==> src/rtl/nes_button_events.sv <==
// Turns raw controller samples into debounced held state plus press, release and
// auto-repeat pulses. Every counter advances on sample strobes, never on bare clocks.
module nes_button_events #(
  parameter int         DEBOUNCE_SAMPLES = 3,
  parameter int         REPEAT_DELAY     = 30,
  parameter int         REPEAT_RATE      = 6,
  parameter logic [7:0] REPEAT_MASK      = 8'hF0
) (
  input  logic       clk,
  input  logic       i_rst,
  input  logic       i_valid,
  input  logic [7:0] i_buttons,
  output logic [7:0] o_held,
  output logic [7:0] o_pressed,
  output logic [7:0] o_released,
  output logic [7:0] o_repeat,
  output logic       o_event_valid
);

  localparam int RMAX = (REPEAT_DELAY > REPEAT_RATE) ? REPEAT_DELAY : REPEAT_RATE;
  localparam int RW   = (RMAX < 1) ? 1 : $clog2(RMAX + 1);
  localparam int DW   = (DEBOUNCE_SAMPLES <= 1) ? 1 : $clog2(DEBOUNCE_SAMPLES);

  localparam logic [DW-1:0] DLIM   = DW'(DEBOUNCE_SAMPLES - 1);
  localparam logic [RW-1:0] RDELAY = RW'(REPEAT_DELAY);
  localparam logic [RW-1:0] RRATE  = RW'(REPEAT_RATE);

  logic [7:0] held_reg;
  logic [7:0] pressed_reg;
  logic [7:0] released_reg;
  logic [7:0] repeat_reg;
  logic       event_valid_reg;

  logic [7:0] held_next;
  logic [7:0] pressed_next;
  logic [7:0] released_next;
  logic [7:0] repeat_next;

  genvar gi;
  generate
    for (gi = 0; gi < 8; gi++) begin : g_bit
      logic [DW-1:0] dcnt_reg;
      logic [DW-1:0] dcnt_next;
      logic          differ;
      logic          flip;

      assign differ = i_buttons[gi] ^ held_reg[gi];
      assign flip   = differ && (dcnt_reg == DLIM);

      // Any agreeing sample clears the count, so only unbroken runs can flip the state.
      always_comb begin
        dcnt_next = dcnt_reg;
        if (!differ || flip) begin
          dcnt_next = '0;
        end else begin
          dcnt_next = dcnt_reg + DW'(1);
        end
      end

      always_ff @(posedge clk) begin
        if (i_rst) begin
          dcnt_reg <= '0;
        end else if (i_valid) begin
          dcnt_reg <= dcnt_next;
        end
      end

      assign held_next[gi]     = held_reg[gi] ^ flip;
      assign pressed_next[gi]  = flip & i_buttons[gi];
      assign released_next[gi] = flip & ~i_buttons[gi];

      if (REPEAT_MASK[gi] && (REPEAT_DELAY > 0)) begin : g_rep
        logic [RW-1:0] rcnt_reg;
        logic [RW-1:0] rcnt_next;
        logic [RW-1:0] rcnt_inc;
        logic [RW-1:0] rcnt_lim;
        logic          phase_rate_reg;
        logic          phase_rate_next;
        logic          rep_next;

        assign rcnt_inc = rcnt_reg + RW'(1);
        assign rcnt_lim = phase_rate_reg ? RRATE : RDELAY;

        // A flipping sample only restarts the delay phase, so a press never repeats at once.
        always_comb begin
          rcnt_next       = rcnt_reg;
          phase_rate_next = phase_rate_reg;
          rep_next        = 1'b0;
          if (flip) begin
            rcnt_next       = '0;
            phase_rate_next = 1'b0;
          end else if (held_reg[gi]) begin
            if (rcnt_inc == rcnt_lim) begin
              rep_next        = 1'b1;
              rcnt_next       = '0;
              phase_rate_next = 1'b1;
            end else begin
              rcnt_next = rcnt_inc;
            end
          end
        end

        always_ff @(posedge clk) begin
          if (i_rst) begin
            rcnt_reg       <= '0;
            phase_rate_reg <= 1'b0;
          end else if (i_valid) begin
            rcnt_reg       <= rcnt_next;
            phase_rate_reg <= phase_rate_next;
          end
        end

        assign repeat_next[gi] = rep_next;
      end else begin : g_norep
        assign repeat_next[gi] = 1'b0;
      end
    end
  endgenerate

  always_ff @(posedge clk) begin
    if (i_rst) begin
      held_reg        <= '0;
      pressed_reg     <= '0;
      released_reg    <= '0;
      repeat_reg      <= '0;
      event_valid_reg <= 1'b0;
    end else begin
      if (i_valid) begin
        held_reg <= held_next;
      end
      pressed_reg     <= i_valid ? pressed_next  : '0;
      released_reg    <= i_valid ? released_next : '0;
      repeat_reg      <= i_valid ? repeat_next   : '0;
      event_valid_reg <= i_valid & (|(pressed_next | released_next | repeat_next));
    end
  end

  assign o_held        = held_reg;
  assign o_pressed     = pressed_reg;
  assign o_released    = released_reg;
  assign o_repeat      = repeat_reg;
  assign o_event_valid = event_valid_reg;

endmodule

==> config.mk <==
export PLATFORM = sky130hd
export DESIGN_NAME = nes_button_events
export DESIGN_NICKNAME = d
export VERILOG_FILES = /design/src/rtl/nes_button_events.sv
export SDC_FILE = /design/constraint.sdc
export NUM_CORES = 1
export LEC_CHECK = 0
export ABC_CLOCK_PERIOD_IN_PS = 5200
export CORE_MARGIN = 2
export CORE_UTILIZATION = 25
export DETAILED_ROUTE_END_ITERATION = 8
export SLEW_MARGIN = 20
export SYNTH_ARGS = -nofsm -noshare
export SYNTH_HDL_FRONTEND = slang
export SYNTH_SLANG_ARGS = --single-unit
==> constraint.sdc <==
create_clock -name clk -period 5.2 [get_ports clk]
set_input_delay 1.04 -clock clk [delete_from_list [all_inputs] [get_ports clk]]
set_output_delay 1.04 -clock clk [all_outputs]
set_load 0.01 [all_outputs]
==> flow_summary.ini <==
[run_status]
status = completed

[drt]
first_pass_iters = 4
routedWlPerCell_um = 11.8
drc = 0
wl_mm = 7.30
vias = 2819
ant_nets = 0
vias_per_cell = 4.56
drtIter0Drc = 147

[grt]
grt_busiest_layer = met2
grt_pass1_wl_mm = 12.5
grt.overflow.total = 0
grt_use_met1 = 0.133
antenna_found_initial = 0
grtUsageTotal = 0.108
grtUsageMet2 = 0.173
grt_pass1_vias = 2741
grt_max_degree = 57
met3_usage = 0.0401

[power]
switching_share = 0.211
power.density_mw_per_mm2 = 290
combPwrFrac = 0.059
ir_drop_mv = 0.188
power_frac_seq = 0.447
clockPowerShare = 0.494
p_int_mw = 0.962
power_switching_mw = 0.257
power_leakage_nw = 1.51

[synth]
synth.yosys.seq_area_share = 0.407
synth-xor-area-share = 0.0487
ys_top_cells_by_area = dfxtp_1 41%, ha_1 5.9%, nand2_1 5.8%
avgSynthCellArea_um2 = 8.37
yosys.area.top_type = dfxtp_1
synthCells = 405
synth_top_family_by_area = simple AND/OR/NAND/NOR gates
synth_ff_type = dfxtp_1
yosys.area_share.adder = 0.0590
ys_ff_latch = 69
synth_async_sr_flop_share = 0
muxShareOfSynthArea = 0.0177
synth_compound_area_frac = 0.127
yosys_warnings = 0
synth_simple_gate_area_share = 0.292
synth_edf_count = 0
synth.distinct_cells = 51
syn-cell-area_mm2 = 0.00339
synth_top_area_share = 0.407

[placed_design]
routabilityCongestion = 0.786
hpwl_mm = 5.12
dpl-instance-area_mm2 = 0.00391
io_buffers = 39

[clock_network]
cts_setup_buffers = 0
htree_num_levels = 3
clk-insertion-delay-late_ns = 0.33
clk_path_buf_depth = 2
path_clk_slew_ns = 0.05
cts.sinks = 69
cts_buffers = 9
cts-resized-gates = 0
cts_hold_buf = 0
cts-root-buf = clkbuf_16
cts_tree = built

[critical_path]
reg2reg_depth = 7
worstPathMaxFanout = 56
rrSetupSlack_ns = 3.07
r2r-start = g_bit[6].dcnt_reg[0]$_SDFFE_PP0P_
required_ns = 5.46
crit_path_start_kind = input pin
worstPathArrival_ns = 3.16
cp-end-kind = register
critPathKind = input pin to register
worstReg2RegEnd = g_bit[6].g_rep.rcnt_reg[3]$_SDFFE_PP0P_

[floorplanning]
initial_core_util = 0.256
die-area_mm2 = 0.0145
ios = 44
fp.coreArea_mm2 = 0.0132
die_w_um = 120
die_y_um = 120
num_rows = 42

[sta]
rsz0062_at_grt = false
finalCritPeriodShare = 0.557
relSlewSlack = 0.337
setup-tns-final_ns = 0
worstMarginPinSlew_ns = 0.984
hold_viol_final = 0
setup_viol = 0
fmax_mhz = 345
worst_clock_skew_ns = 0.00769
slew_violations = 0
fin_crit_ns = 2.90

[final_layout]
fin_area_mm2 = 0.00421
drive_gt1_frac = 0.0498
antenna_cells = 0
nets = 465
layout_commonest_cell = dfxtp_1
final_cell_mix = 69 x dfxtp_1, 52 x nand2_1, 38 x clkdlybuf4s50_1
syn2layout_area_growth_pct = 24.0

[job]
drv_cap = 0

[worst_hold_path]
min_path_type = register to register
whs_path_depth = 2
min_from = g_bit[5].dcnt_reg[0]$_SDFFE_PP0P_
hold_end = g_bit[5].dcnt_reg[0]$_SDFFE_PP0P_
cell usage after synthesis, types with 2 or more instances:
cell / count
and3_1: 3
nor2_1: 29
nand2b_1: 18
inv_1: 15
nor4_1: 2
nor3_1: 12
nor2b_1: 11
ha_1: 16
a21oi_1: 34
dfxtp_1: 69
a21o_1: 4
buf_1: 2
buf_2: 2
o21bai_1: 2
nand3b_1: 6
o21ai_0: 9
and2_1: 5
nor3b_1: 15
nand2_1: 52
mux2i_1: 6
a41oi_1: 2
clkbuf_1: 12
nand3_1: 25
buf_4: 4
a211oi_1: 3
or3_1: 6
nand4b_1: 2
xor2_1: 16
worst max path at each step:
| stage | from | end | slack (ns) | cells after the start |
|---|---|---|---|---|
| after floorplan | i_buttons[3] | o_event_valid$_SDFF_PP0_ | 2.88 | 6 |
| after global placement | i_valid | g_bit[6].g_rep.rcnt_reg[3]$_SDFFE_PP0P_ | 2.03 | 5 |
| after detailed placement | i_valid | g_bit[5].g_rep.rcnt_reg[3]$_SDFFE_PP0P_ | 1.93 | 5 |
| after CTS | i_valid | g_bit[6].g_rep.rcnt_reg[3]$_SDFFE_PP0P_ | 2.28 | 5 |
| after global routing | i_valid | g_bit[6].g_rep.rcnt_reg[3]$_SDFFE_PP0P_ | 2.00 | 5 |
| final | i_valid | g_bit[6].g_rep.rcnt_reg[3]$_SDFFE_PP0P_ | 2.30 | 5 |
power groups by stage:
stage / clock network (mW) / logic (mW) / registers [mW]
finish: 0.603 / 0.0716 / 0.545
global placement: 0 / 0.0689 / 0.555
detailed placement: 0 / 0.0718 / 0.556
global route: 0.636 / 0.0808 / 0.546
floorplan: 0 / 0.0527 / 0.553
CTS: 0.616 / 0.0723 / 0.545
per-layer routing:
metal	wire, um	up-vias
met5	0	-
li1	-	1442
met4	87	0
met1	3560	1310
met2	3240	60
met3	415	7
worst max-delay path, stage by stage:
cell and delay, ns:
buf_2 0.69, o21ai_0 0.63, or2_2 0.45, a21o_2 0.21, a21oi_1 0.12
kinds of logic after synthesis:
family	Yosys count
AO/OA/AOI/OAI	68
XOR/XNOR	18
adder cells (fa/ha/maj)	16
buffers and inverters	36
flip-flops	69
multiplexers	6
other	1
AND/OR/NAND/NOR	191
final cells by class:
class | count | area, um^2
clock buffer | 14 | 264
tap | 176 | 220
clock inverter | 1 | 30.0
sequential | 69 | 1380
timing repair buffer | 40 | 393
fill | 1394 | 9040
multi-input combinational | 303 | 1860
inverter | 15 | 56.3
metrics by stage:
stage	total power, mW	cells	worst slack, ns	util	hold WS, ns
after CTS	1.23	618	2.28	0.318	0.472
after global placement	0.624	603	2.03	0.295	0.458
after floorplan	0.606	408	2.88	-	0.445
after detailed placement	0.628	603	1.93	0.295	0.462
final	1.22	618	2.30	0.318	0.471
after global routing	1.26	618	2.00	0.318	0.494
Note: power is estimated with default switching activity, not from simulation.
